File: config.mk
export PLATFORM = sky130hd
export DESIGN_NAME = mem_access_unit
export DESIGN_NICKNAME = d
export VERILOG_FILES = /design/src/rtl/mem_access_unit.sv
export SDC_FILE = /design/constraint.sdc
export NUM_CORES = 1
export LEC_CHECK = 0
export BUFFER_PORTS_ARGS = -buffer_cell sky130_fd_sc_hd__buf_4
export CAP_MARGIN = 20
export CORE_MARGIN = 2
export CORE_UTILIZATION = 45
export DETAILED_ROUTE_END_ITERATION = 12
export HOLD_SLACK_MARGIN = 0.06
export PLACE_DENSITY = 0.8
export SLEW_MARGIN = 20
export SYNTH_ARGS = -nofsm -noshare
export SYNTH_HDL_FRONTEND = slang
export SYNTH_SLANG_ARGS = --single-unit
File: constraint.sdc
create_clock -name clk -period 2.2 [get_ports clk]
set_input_delay 0.33 -clock clk [delete_from_list [all_inputs] [get_ports clk]]
set_output_delay 0.33 -clock clk [all_outputs]
set_load 0.01 [all_outputs]
File: src/rtl/mem_access_unit.sv
// Request-side front end for the single-port data memory: accepts one load/store at a time,
// range-checks the word address, absorbs the one-cycle read latency and returns a response.
module mem_access_unit #(
    parameter int ADDR_WIDTH = 8,
    parameter int MEM_DEPTH  = 4
) (
    input  logic                  clk,
    input  logic                  rst,
    input  logic                  req_valid,
    output logic                  req_ready,
    input  logic                  req_write,
    input  logic [ADDR_WIDTH-1:0] req_addr,
    input  logic [15:0]           req_wdata,
    output logic                  resp_valid,
    input  logic                  resp_ready,
    output logic [15:0]           resp_rdata,
    output logic                  resp_error,
    output logic [ADDR_WIDTH-1:0] mem_address,
    output logic [15:0]           mem_write_data,
    output logic                  mem_write_enable,
    input  logic [15:0]           mem_read_data
);

    typedef enum logic [2:0] {
        IDLE,
        WRITE,
        READ,
        CAPTURE,
        RESP
    } state_t;

    // One extra bit so MEM_DEPTH == 2**ADDR_WIDTH is representable.
    localparam logic [ADDR_WIDTH:0] DEPTH_LIMIT = (ADDR_WIDTH + 1)'(MEM_DEPTH);

    state_t state;
    state_t next_state;
    logic   accept;
    logic   in_range;

    assign accept   = req_valid && (state == IDLE);
    assign in_range = ({1'b0, req_addr} < DEPTH_LIMIT);

    always_ff @(posedge clk or posedge rst) begin
        if (rst) begin
            state <= IDLE;
        end else begin
            state <= next_state;
        end
    end

    // All handshake and memory strobes are pure state decodes, so they never glitch on request inputs.
    always_comb begin
        next_state       = state;
        req_ready        = 1'b0;
        resp_valid       = 1'b0;
        mem_write_enable = 1'b0;
        case (state)
            IDLE: begin
                req_ready = !rst;
                if (accept) begin
                    if (!in_range) begin
                        next_state = RESP;
                    end else if (req_write) begin
                        next_state = WRITE;
                    end else begin
                        next_state = READ;
                    end
                end
            end
            WRITE: begin
                mem_write_enable = 1'b1;
                next_state       = RESP;
            end
            READ: begin
                next_state = CAPTURE;
            end
            CAPTURE: begin
                next_state = RESP;
            end
            RESP: begin
                resp_valid = 1'b1;
                if (resp_ready) begin
                    next_state = IDLE;
                end
            end
            default: begin
                next_state = IDLE;
            end
        endcase
    end

    // Address and write data are captured only on accept and held for the whole transaction.
    always_ff @(posedge clk or posedge rst) begin
        if (rst) begin
            mem_address    <= '0;
            mem_write_data <= '0;
            resp_rdata     <= '0;
            resp_error     <= 1'b0;
        end else if (accept) begin
            mem_address    <= req_addr;
            mem_write_data <= req_wdata;
            resp_rdata     <= '0;
            resp_error     <= !in_range;
        end else if (state == CAPTURE) begin
            resp_rdata <= mem_read_data;
        end
    end

endmodule

==> results.cfg <==
[status]
status = completed

[sta]
tightest_slew_ns = 0.578
hold_violations = 0
clock_skew_ns = 0.00369
fin_crit_sh_pct = 78.1
tns_ns = 0
layout_min_cycle_time_ns = 1.72
slew_headroom_pct = 61.3
final-setup-viol-count = 0
finalMaxSlewViolations = 0
clock.fmax_mhz = 582
setup_ws_ns = 0.481
rsz0062_at_grt = false

[detailed_routing]
dr_total_vias = 1392
dr.pass1.iters = 5
post_drt_wl_per_cell_um = 13.6
drc = 0
ant_nets = 0
drtIter0Drc = 34
finalWirelength_um = 3900
vias_per_cell = 4.85

[placed_design]
place_ws_ns = 0.571
post_dp_cell_area_um2 = 2460
io_buffer_count = 88
hpwlAfterDp_um = 2990
gp_congestion = 0.702

[clock_tree]
ctsHoldBuffers = 1
post_cts_buffers = 0
tritoncts = done
clk_latency_ns = 0.29
htree_levels = 2
cts_resized = 0
cts.sinks = 44
cts_root_buf = clkbuf_8
clk_pin_slew_ns = 0.08
cts_buffer_depth = 2
cts_buffers = 5

[synth]
ys_ff_latch = 44
synthDistinctLibCells = 22
ys_warn_count = 0
yosysTopAreaCell = dfrtp_1
synthFlopType = dfrtp_1
synthesis.nets = 194
synth-edff-count = 0
synth_top_cell_area_share_pct = 61.4
yosysMostFrequentCell = dfrtp_1
syn_avg_cell_area_um2 = 12.0
yosys-top-cells-area = dfrtp_1 61%, mux2_2 14%, nand2_1 7.3%, a21oi_1 4.5%, buf_6 2.5%
syn-cell-area_um2 = 1790
synthCells = 149
synth.top_cells.by_count = 44 x dfrtp_1, 35 x nand2_1, 23 x mux2_2
yosysSeqAreaShare_pct = 61.4
async_reset_ff_share_pct = 100

[die]
design.portCount = 89
rows = 22
die_area_um2 = 4510
die_h_um = 67.1
start_util_pct = 47.9
dieWidth_um = 67.1
coreArea_um2 = 3740

[global_route]
grt_pass1_vias = 1361
antenna_found_initial = 0
grt_first_pass_wirelength_um = 6200
overflow = 0
grt_max_degree = 33
grt_usage_pct = 19.0

[power]
power_w = 0.00209
p_per_area_nw_per_um2 = 811
vdd_drop_max_mv = 0.503
power.leakage_nw = 1.24

[critical_path]
end_kind = primary output
setup.worst_path.class = in2out
worstPathArrival_ns = 1.39
startpoint_type = primary input
cp_max_fo = 2
worstPathRequired_ns = 1.87
reg2reg_slack_ns = 0.59

[final_layout]
final_core_util_pct = 68.9
final_area_um2 = 2580
antenna_cells = 0
area_delta_synth_final_pct = 43.8
nets = 283
drive_above_1_share_pct = 51.9

[min_path]
hold_class = in2reg

[flow_run]
cap_violations = 0
## per-stage QoR
stage / hold slack [ns] / instances
after detailed placement: 0.306 / 278
final: 0.264 / 287
after floorplan: 0.458 / 149
after global placement: 0.306 / 278
after global routing: 0.243 / 287
after CTS: 0.259 / 287
## critical path: stages
cell and delay (ns):
dlygate4sd3_1 0.54, buf_4 0.14, nor4_1 0.20, buf_4 0.18
## worst paths after layout
path / startpoint / endpoint / cells past startpoint
worst max-delay path: rst / req_ready / 4
worst max register to register: state[0]$_DFFE_PP0P_ / mem_write_data[1]$_DFFE_PP0P_ / 3
max in group asynchronous: rst / mem_address[2]$_DFFE_PP0P_ / 4
worst min-delay path: req_wdata[14] / mem_write_data[14]$_DFFE_PP0P_ / 2
worst min register to register: mem_address[7]$_DFFE_PP0P_ / mem_address[7]$_DFFE_PP0P_ / 1
min in group asynchronous: rst / mem_address[7]$_DFFE_PP0P_ / 3
## kinds of logic (layout without fill, tap and decap cells)
group / count (synthesis) / after routing / share of synthesized area, %
compound gates: 20 / 20 / 5.86
flops: 44 / 44 / 61.4
buf+inv: 11 / 101 / 4.39
mux: 24 / 24 / 15.1
simple gates: 50 / 50 / 13.3
## report_power, final
group | total (W) | internal [W] | switching (W)
sequential | 0.000997 | 0.000925 | 0.0000719
clock | 0.000588 | 0.000337 | 0.000251
combinational | 0.000508 | 0.000310 | 0.000199
total | 0.00209 | 0.00157 | 0.000522
## sequential cells by signal (all words and copies together), names as in the netlist
signal / cells
mem_address: 8
mem_write_data: 16
resp_error: 1
resp_rdata: 16
state: 3
## metal layers
metal  share of wire (%)  global-route usage, %
met2                  49                   30.8
met5                   0                      0
met4                 1.1                   6.12
met1                  38                   22.3
met3                  11                   9.00
## cell usage in the layout (no fill, tap or decap), types with 2 or more instances in the layout
| cell | n |
|---|---|
| nand3b_1 | 2 |
| nor4_1 | 2 |
| mux2_2 | 23 |
| a21oi_1 | 16 |
| o21ai_0 | 2 |
| nand2_1 | 35 |
| dfrtp_1 | 44 |
| buf_4 | 91 |
| nor2_1 | 5 |
| clkbuf_8 | 5 |
## cell type report
class                   count  area (um^2)
inverters                   1         3.75
clock inverters             2         35.0
well taps                  48         60.1
repair buffers             92          693
fillers                   304         1160
flip-flops and latches     44         1100
clock buffers               6         72.6
multi-input cells          94          614
Power figures use the tool's default switching activity.
